==> src/rtl/sisc_pkg.sv <==
// rtl/sisc_pkg.sv - shared constants, encodings and opcode decode for the SISC controller
// Purpose: opcode values, FSM state encoding, ALU/write-back select encodings,
//          default immediate addressing mode and a helper that classifies opcodes.
// Ports:   none (package).
package sisc_pkg;

  localparam int OP_NOOP = 0;
  localparam int OP_LOD  = 1;
  localparam int OP_STR  = 2;
  localparam int OP_SWP  = 3;
  localparam int OP_BRA  = 4;
  localparam int OP_BRR  = 5;
  localparam int OP_BNE  = 6;
  localparam int OP_BNR  = 7;
  localparam int OP_ALU  = 8;
  localparam int OP_HLT  = 15;

  localparam int AM_IMM_DEF = 8;

  typedef enum logic [2:0] {
    S_START     = 3'd0,
    S_FETCH     = 3'd1,
    S_DECODE    = 3'd2,
    S_EXECUTE   = 3'd3,
    S_MEM       = 3'd4,
    S_WRITEBACK = 3'd5,
    S_HALT      = 3'd6,
    S_ERR       = 3'd7
  } state_t;

  localparam logic [1:0] WB_ALU  = 2'd0;
  localparam logic [1:0] WB_MEM  = 2'd1;
  localparam logic [1:0] WB_SWPA = 2'd2;
  localparam logic [1:0] WB_SWPB = 2'd3;

  localparam logic [1:0] ALU_REG  = 2'b00;
  localparam logic [1:0] ALU_IMM  = 2'b01;
  localparam logic [1:0] ALU_AREG = 2'b10;
  localparam logic [1:0] ALU_AIMM = 2'b11;

  typedef enum logic [3:0] {
    K_NOOP, K_LOD, K_STR, K_SWP, K_BRA, K_BRR, K_BNE, K_BNR, K_ALU, K_HLT
  } op_kind_t;

  // Unassigned opcodes fold into NOOP so the FSM never needs an illegal-op path.
  function automatic op_kind_t decode_op(input logic [31:0] op);
    op_kind_t k;
    case (op)
      32'(OP_LOD): k = K_LOD;
      32'(OP_STR): k = K_STR;
      32'(OP_SWP): k = K_SWP;
      32'(OP_BRA): k = K_BRA;
      32'(OP_BRR): k = K_BRR;
      32'(OP_BNE): k = K_BNE;
      32'(OP_BNR): k = K_BNR;
      32'(OP_ALU): k = K_ALU;
      32'(OP_HLT): k = K_HLT;
      default:     k = K_NOOP;
    endcase
    return k;
  endfunction

endpackage

==> src/rtl/sisc_ctrl_ws_if.sv <==
// rtl/sisc_ctrl_ws_if.sv - memory request/acknowledge bundle between controller and memories
// Purpose: groups the memory handshake and data-memory strobes.
// Ports:   mem_req, dm_we, dm_re (controller -> memory); mem_ack (memory -> controller).
//          master = controller side, slave = memory side.
interface sisc_ctrl_ws_if;
  logic mem_req;
  logic mem_ack;
  logic dm_we;
  logic dm_re;

  modport master (output mem_req, output dm_we, output dm_re, input mem_ack);
  modport slave  (input mem_req, input dm_we, input dm_re, output mem_ack);
endinterface

==> src/rtl/sisc_wait_timer.sv <==
// rtl/sisc_wait_timer.sv - wait-state counter with timeout flag
// Purpose: counts ack-less cycles of a pending request; cleared whenever the
//          owning FSM changes state; flags when the tolerated wait is used up.
// Ports:   clk, rst (sync, active-high), clr (owner changes state),
//          inc (one more ack-less cycle), expired (count has reached MAX_WAIT).
module sisc_wait_timer #(
  parameter int WAIT_W   = 4,
  parameter int MAX_WAIT = 15
) (
  input  logic clk,
  input  logic rst,
  input  logic clr,
  input  logic inc,
  output logic expired
);

  logic [WAIT_W-1:0] wait_cnt;

  always_ff @(posedge clk) begin
    if (rst) begin
      wait_cnt <= '0;
    end else if (clr) begin
      wait_cnt <= '0;
    end else if (inc) begin
      wait_cnt <= wait_cnt + 1'b1;
    end
  end

  assign expired = (wait_cnt == WAIT_W'(MAX_WAIT));

endmodule

==> src/rtl/sisc_ctrl_ws.sv <==
// rtl/sisc_ctrl_ws.sv - multi-cycle SISC control FSM with memory wait states and timeout
// Purpose: sequences fetch/decode/execute/mem/writeback, drives datapath selects,
//          stalls on memory acknowledge, traps to ERR on timeout, HALT on HLT,
//          and counts retired instructions.
// Ports:   clk, rst_f (sync, active-high); opcode, mm, stat (IR fields, status);
//          mem (memory handshake, master); ir_load, pc_write, pc_sel, br_sel, pc_rst,
//          rb_sel, rf_we, alu_op, wb_sel, swap_ctrl (datapath controls);
//          halted, err (sticky terminal states); retired (wrapping instruction count).
module sisc_ctrl_ws
  import sisc_pkg::*;
#(
  parameter int OP_W     = 4,
  parameter int CC_W     = 4,
  parameter int AM_IMM   = AM_IMM_DEF,
  parameter int WAIT_W   = 4,
  parameter int MAX_WAIT = 15,
  parameter int CNT_W    = 16
) (
  input  logic              clk,
  input  logic              rst_f,
  input  logic [OP_W-1:0]   opcode,
  input  logic [CC_W-1:0]   mm,
  input  logic [CC_W-1:0]   stat,
  sisc_ctrl_ws_if.master    mem,
  output logic              ir_load,
  output logic              pc_write,
  output logic              pc_sel,
  output logic              br_sel,
  output logic              pc_rst,
  output logic              rb_sel,
  output logic              rf_we,
  output logic [1:0]        alu_op,
  output logic [1:0]        wb_sel,
  output logic              swap_ctrl,
  output logic              halted,
  output logic              err,
  output logic [CNT_W-1:0]  retired
);

  state_t          state, next_state;
  logic [OP_W-1:0] op_q;
  logic [CC_W-1:0] mm_q;
  logic            retire, wait_inc, wait_expired, taken;
  logic            mem_req_c, dm_we_c, dm_re_c;
  op_kind_t        kind_in, kind_q;
  logic            cond, imm_q;

  // DECODE acts on the live IR; every later state uses the latched copy.
  assign kind_in = decode_op(32'(opcode));
  assign kind_q  = decode_op(32'(op_q));
  assign cond    = |(stat & mm);
  assign imm_q   = (mm_q == CC_W'(AM_IMM));

  sisc_wait_timer #(.WAIT_W(WAIT_W), .MAX_WAIT(MAX_WAIT)) u_wait (
    .clk     (clk),
    .rst     (rst_f),
    .clr     (next_state != state),
    .inc     (wait_inc),
    .expired (wait_expired)
  );

  always_comb begin
    next_state = state;
    retire     = 1'b0;
    wait_inc   = 1'b0;
    taken      = 1'b0;
    mem_req_c  = 1'b0;
    dm_we_c    = 1'b0;
    dm_re_c    = 1'b0;
    ir_load    = 1'b0;
    pc_write   = 1'b0;
    pc_sel     = 1'b0;
    br_sel     = 1'b0;
    pc_rst     = 1'b0;
    rb_sel     = 1'b0;
    rf_we      = 1'b0;
    alu_op     = ALU_REG;
    wb_sel     = WB_ALU;
    swap_ctrl  = 1'b0;
    halted     = 1'b0;
    err        = 1'b0;
    case (state)
      S_START: begin
        pc_rst     = 1'b1;
        next_state = S_FETCH;
      end
      S_FETCH: begin
        mem_req_c = 1'b1;
        // A late ack on the last tolerated cycle still completes the fetch.
        if (mem.mem_ack) begin
          ir_load    = 1'b1;
          pc_write   = 1'b1;
          next_state = S_DECODE;
        end else if (wait_expired) begin
          next_state = S_ERR;
        end else begin
          wait_inc = 1'b1;
        end
      end
      S_DECODE: begin
        case (kind_in)
          K_BRA, K_BRR, K_BNE, K_BNR: begin
            taken      = (kind_in == K_BRA || kind_in == K_BRR) ? cond : !cond;
            pc_write   = taken;
            pc_sel     = taken;
            br_sel     = taken && (kind_in == K_BRA || kind_in == K_BNE);
            retire     = 1'b1;
            next_state = S_FETCH;
          end
          K_HLT:        next_state = S_HALT;
          K_LOD, K_ALU: next_state = S_EXECUTE;
          K_STR, K_SWP: begin
            rb_sel     = 1'b1;
            next_state = S_EXECUTE;
          end
          default: begin
            retire     = 1'b1;
            next_state = S_FETCH;
          end
        endcase
      end
      S_EXECUTE: begin
        case (kind_q)
          K_ALU: begin
            alu_op     = imm_q ? ALU_IMM : ALU_REG;
            next_state = S_WRITEBACK;
          end
          K_LOD, K_STR: begin
            alu_op     = imm_q ? ALU_AIMM : ALU_AREG;
            next_state = S_MEM;
          end
          K_SWP: begin
            rb_sel     = 1'b1;
            swap_ctrl  = 1'b1;
            rf_we      = 1'b1;
            wb_sel     = WB_SWPA;
            next_state = S_WRITEBACK;
          end
          default: next_state = S_FETCH;
        endcase
      end
      S_MEM: begin
        mem_req_c = 1'b1;
        dm_we_c   = (kind_q == K_STR);
        dm_re_c   = (kind_q == K_LOD);
        // Address computation stays selected so the memory sees a stable address.
        alu_op    = imm_q ? ALU_AIMM : ALU_AREG;
        if (mem.mem_ack) begin
          if (kind_q == K_STR) begin
            retire     = 1'b1;
            next_state = S_FETCH;
          end else begin
            next_state = S_WRITEBACK;
          end
        end else if (wait_expired) begin
          next_state = S_ERR;
        end else begin
          wait_inc = 1'b1;
        end
      end
      S_WRITEBACK: begin
        rf_we      = 1'b1;
        wb_sel     = (kind_q == K_SWP) ? WB_SWPB :
                     (kind_q == K_LOD) ? WB_MEM  : WB_ALU;
        retire     = 1'b1;
        next_state = S_FETCH;
      end
      S_HALT:  halted = 1'b1;
      S_ERR:   err    = 1'b1;
      default: next_state = S_ERR;
    endcase
  end

  assign mem.mem_req = mem_req_c;
  assign mem.dm_we   = dm_we_c;
  assign mem.dm_re   = dm_re_c;

  always_ff @(posedge clk) begin
    if (rst_f) begin
      state   <= S_START;
      op_q    <= '0;
      mm_q    <= '0;
      retired <= '0;
    end else begin
      state <= next_state;
      if (state == S_DECODE) begin
        op_q <= opcode;
        mm_q <= mm;
      end
      if (retire) begin
        retired <= retired + 1'b1;
      end
    end
  end

endmodule

==> src/flat_wrapper.sv <==
// flat-port wrapper written by rule: the top's interface ports become plain ports
module sisc_ctrl_ws_flat import sisc_pkg::*;
#(
  parameter int OP_W     = 4,
  parameter int CC_W     = 4,
  parameter int AM_IMM   = AM_IMM_DEF,
  parameter int WAIT_W   = 4,
  parameter int MAX_WAIT = 15,
  parameter int CNT_W    = 16
)
  (clk, rst_f, opcode, mm, stat, ir_load, pc_write, pc_sel, br_sel, pc_rst, rb_sel, rf_we, alu_op, wb_sel, swap_ctrl, halted, err, retired, mem_mem_req, mem_dm_we, mem_dm_re, mem_mem_ack);
  sisc_ctrl_ws_if mem_i ();
  input  logic clk;
  input  logic rst_f;
  input  logic [OP_W-1:0] opcode;
  input  logic [CC_W-1:0] mm;
  input  logic [CC_W-1:0] stat;
  output logic ir_load;
  output logic pc_write;
  output logic pc_sel;
  output logic br_sel;
  output logic pc_rst;
  output logic rb_sel;
  output logic rf_we;
  output logic [1:0] alu_op;
  output logic [1:0] wb_sel;
  output logic swap_ctrl;
  output logic halted;
  output logic err;
  output logic [CNT_W-1:0] retired;
  output wire logic [$bits(mem_i.mem_req)-1:0] mem_mem_req;
  output wire logic [$bits(mem_i.dm_we)-1:0] mem_dm_we;
  output wire logic [$bits(mem_i.dm_re)-1:0] mem_dm_re;
  input wire logic [$bits(mem_i.mem_ack)-1:0] mem_mem_ack;
  assign mem_mem_req = mem_i.mem_req;
  assign mem_dm_we = mem_i.dm_we;
  assign mem_dm_re = mem_i.dm_re;
  assign mem_i.mem_ack = mem_mem_ack;
  sisc_ctrl_ws #(.OP_W(OP_W), .CC_W(CC_W), .AM_IMM(AM_IMM), .WAIT_W(WAIT_W), .MAX_WAIT(MAX_WAIT), .CNT_W(CNT_W)) u_core (.clk(clk), .rst_f(rst_f), .opcode(opcode), .mm(mm), .stat(stat), .mem(mem_i), .ir_load(ir_load), .pc_write(pc_write), .pc_sel(pc_sel), .br_sel(br_sel), .pc_rst(pc_rst), .rb_sel(rb_sel), .rf_we(rf_we), .alu_op(alu_op), .wb_sel(wb_sel), .swap_ctrl(swap_ctrl), .halted(halted), .err(err), .retired(retired));
endmodule
==> config.mk <==
export PLATFORM = sky130hd
export DESIGN_NAME = sisc_ctrl_ws_flat
export DESIGN_NICKNAME = d
export VERILOG_FILES = /design/src/rtl/sisc_pkg.sv /design/src/rtl/sisc_ctrl_ws_if.sv /design/src/rtl/sisc_wait_timer.sv /design/src/rtl/sisc_ctrl_ws.sv /design/src/flat_wrapper.sv
export SDC_FILE = /design/constraint.sdc
export NUM_CORES = 1
export LEC_CHECK = 0
export ABC_AREA = 0
export CORE_AREA = 2 2 54 95
export DETAILED_ROUTE_END_ITERATION = 12
export DIE_AREA = 0 0 56 97
export HOLD_SLACK_MARGIN = 0.06
export PLACE_DENSITY = 0.7
export SLEW_MARGIN = 20
export SYNTH_ARGS = -nofsm -noshare
export SYNTH_HDL_FRONTEND = slang
export SYNTH_SLANG_ARGS = --single-unit
==> constraint.sdc <==
create_clock -name clk -period 2 [get_ports clk]
set_input_delay 0.5 -clock clk [delete_from_list [all_inputs] [get_ports clk]]
set_output_delay 0.5 -clock clk [all_outputs]
set_load 0.02 [all_outputs]
==> results of run 1 <==
-- state kept, by name, indices dropped and copies added (netlist names) --
name	flops
u_core.retired	16
u_core.kind_q	4
u_core.mm_q	4
u_core.op_q	4
u_core.u_wait.wait_cnt	4
u_core.state	3
-- how the worst min path moves through the flow --
stage / start / depth (start not counted) / end / slack, ns
6_report: u_core.mm_q[0] / 2 / u_core.mm_q[0] / 0.46
4_1_cts: u_core.mm_q[0] / 2 / u_core.mm_q[0] / 0.46
3_3_place_gp: u_core.mm_q[0] / 2 / u_core.mm_q[0] / 0.44
2_1_floorplan: u_core.mm_q[0] / 2 / u_core.mm_q[0] / 0.43
3_5_place_dp: u_core.mm_q[0] / 2 / u_core.mm_q[0] / 0.44
5_1_grt: u_core.mm_q[0] / 2 / u_core.mm_q[0] / 0.49
-- power groups by stage --
stage               Sequential (uW)  Combinational [uW]  Clock [uW]
detailed placement              735                 247           0
global placement                734                 245           0
global route                    722                 291         553
finish                          720                 268         507
CTS                             720                 247         521
floorplan                       734                 113           0
-- cells in the final DEF, fill, tap and decap left out, types with 4 or more instances in the layout --
| cell | n |
|---|---|
| dfxtp_1 | 32 |
| buf_2 | 4 |
| buf_6 | 11 |
| nor3_1 | 5 |
| nand2b_1 | 4 |
| or3_1 | 11 |
| o21ai_0 | 14 |
| nand2_1 | 22 |
| clkbuf_8 | 5 |
| buf_4 | 60 |
| and3_1 | 4 |
| nand3_1 | 5 |
| clkdlybuf4s50_1 | 18 |
| o21ai_1 | 4 |
| mux2i_1 | 4 |
| nor2_1 | 18 |
| dlygate4sd2_1 | 10 |
| inv_1 | 9 |
| a21oi_1 | 21 |
-- Yosys cell counts (2+ instances only) --
master     n  area share
xnor2_1    5       0.024
dfxtp_1   35        0.38
nor4_1     2      0.0067
xor2_1     3       0.014
nor3b_1    3       0.012
a211oi_1   2      0.0081
and2_1     2      0.0067
o21ai_0   19       0.051
or3_1     11       0.037
nor3_1     7       0.019
nand3b_1   2      0.0081
mux2i_1    4       0.021
nand2_1   23       0.046
a21boi_0   2      0.0081
and3_1     4       0.013
nand4_1    3       0.010
nand3_1    7       0.019
inv_1     10       0.020
a21oi_1   24       0.064
clkbuf_1  11       0.022
nand2b_1   4       0.013
nor2_1    23       0.046
or4_1      2      0.0081
nor2b_1    3       0.010
a31o_2     3       0.014
a21o_1     2      0.0081
ha_1       2       0.013
-- metrics by stage --
stage	std cells	power, uW
final	391	1490
after detailed placement	374	983
after global placement	374	979
after floorplan	238	848
after CTS	386	1490
after global routing	391	1570
-- worst register-to-register path, stage by stage (launching register included) --
cell and delay (ns):
dfxtp_2 0.33, buf_6 0.11, or4b_4 0.54, o31ai_4 0.31
a32oi_2 0.19, buf_4 0.19, or3_1 0.36, a21oi_2 0.13
-- cell families (layout without fill, tap and decap cells) --
group / after synthesis / in the layout / share of synthesized area
flops: 35 / 35 / 0.376
compound gates: 62 / 62 / 0.204
xor+xnor: 8 / 8 / 0.0376
buf+inv: 22 / 123 / 0.0450
simple gates: 104 / 104 / 0.297
mux: 5 / 5 / 0.0275
fa+ha+maj: 2 / 2 / 0.0134
-- repair_timing --
item	CTS	global route
hold buffers	0	0
endpoints found under the setup margin	33	33
pin swaps	21	15
gates resized for setup	120	31
buffers inserted	3	6
cloned	2	0
-- layout make-up --
class	instances	area, um^2	area share
well taps	52	65.1	0.0214
repair buffers	105	883	0.291
clock buffers	5	68.8	0.0227
multi-input cells	181	1260	0.414
flip-flops and latches	35	704	0.232
inverters	10	37.5	0.0124
clock inverters	3	20.0	0.00659
-- metal layers --
metal  global-route usage  vias to the layer above  share of wire
met5                    0                        -              0
li1                     -                     1047              -
met3               0.0441                       15          0.038
met4                0.112                        0          0.028
met2                0.395                       41           0.57
met1                0.209                      981           0.37
==> summary.txt, run 1 <==
Timing
  • Period utilisation layout: 1.11
  • Final Hold Violating Endpoints: 0
  • Worst slew margin: 0.740
  • Fmax: 0.452 GHz
  • Hold slack: 0.458 ns
  • Final min period: 2.21 ns
  • TNS Setup: -2.78 ns
  • Final setup margin: -0.213 ns
  • Setup-failing EPs final: 21
  • Max Slew Vio Count: 0
  • RSZ-0062 raised after global routing: true
  • Setup Skew: 0.00762 ns
  • Least-Margin Pin Slew: 0.390 ns

Outcome
  • Status: finished with violations
  • Failing checks: negative setup slack

Critical path
  • CP endpoint: u_core.retired[10]
  • Crit. End Element: register
  • Worst r2r src: u_core.kind_q[3]
  • Critical path's top delay family: simple AND/OR/NAND/NOR gates
  • CP startpoint: u_core.kind_q[3]
  • Required time of the critical path: 2.23 ns
  • Slowest-stage cell, CP: or4b_4
  • Setup CP Type: reg -> reg
  • Buf/Inv on CP: 2
  • Worst flop-to-flop path endpoint: u_core.retired[10]
  • Worst reg-to-reg setup slack: -0.21 ns
  • Slowest stage delay, CP: 0.54 ns
  • Crit path DAT: 2.44 ns
  • CP max FO: 6
  • Worst path depth: 7
  • Critical path launch point type: register
  • R2R depth: 7
  • Crit path cell chain: buf_6 > or4b_4 > o31ai_4 > a32oi_2 > buf_4 > or3_1 > a21oi_2

Synthesis
  • Syn Area/Cell: 7.83 um^2
  • Post-Syn Instances: 238
  • Synth Flop Type: dfxtp_1
  • Seq cells post-synth: 35
  • Post-Syn Area: 1860 um^2
  • Post-synth EDFFs: 0
  • Distinct cells, synth: 47
  • Sequential element share of the synthesized area: 0.376
  • Post-Syn Nets: 255
  • Asr flop ratio synth: 0
  • Ys Warns: 0

Power and ir drop
  • Comb pwr share: 0.179
  • P per Cell Area: 492 nW/um^2
  • Leak: 0.00119 uW
  • Max VDD drop: 611 uV
  • Sw Pwr: 411 uW
  • Clock power share: 0.339
  • Sequential Power Share: 0.482
  • Sw Ratio: 0.275
  • Int Pwr: 1080 uW

Placement
  • Setup WS pre-CTS: -1.01 ns
  • Port bufs: 47
  • Placed Area: 2730 um^2
  • Hpwl dp: 3930 um
  • Final RePlAce weighted congestion: 0.835

Floorplanning
  • Initial Utilization: 0.403
  • Top Ports: 48
  • Core Area: 4620 um^2
  • Die Span X: 56 um
  • Die area: 5430 um^2
  • Site Rows: 33
  • Die Y: 97 um

Final layout
  • Area Growth Syn to Fin: 63.0%
  • Final Cell Area: 3040 um^2
  • Final core occ: 0.657
  • Nets: 355
  • Fraction of layout cells with a size suffix above 1: 0.369
  • Ant. Diodes: 0
  • Fill count: 403

Clocking
  • TritonCTS Buffers: 5
  • CTS H-tree depth: 2
  • CTS clock-pin slew for the worst setup and hold paths: 0.08 ns
  • CTS tree: built
  • Buffer depth of the longest clock path: 2
  • CTS Root Cell: clkbuf_8
  • CTS Sinks: 35
  • Worst-Skew Late Latency: 0.29 ns

Flow run
  • Max cap viols: 0

Global route
  • First-pass GRT wire length: 9280 um
  • Vias in the first global route: 2,117
  • GR Util All Layers: 0.211
  • Initial antenna violation count: 0
  • Grt total ovfl: 0
  • Largest net degree at the start of global routing: 17

Detailed routing
  • Drt drc: 0
  • Vias post-DR: 2,084
  • Pre-antenna DRT Iters: 4
  • DR WL/cell: 14.1 um
  • 1st-iter DRT viols: 27
  • Routed WL: 5510 um
  • Post-DR vias/cell: 5.33
  • Antenna Violating Nets Remaining: 0

Hold path
  • Worst hold path type: reg -> reg
Power figures use the tool's default switching activity.
==> inputs of run 2 (changes only) <==
HOLD_SLACK_MARGIN = default   (was 0.06)
==> results of run 2 <==
No change in the layout: final DEF, timing and power equal those of run 1.
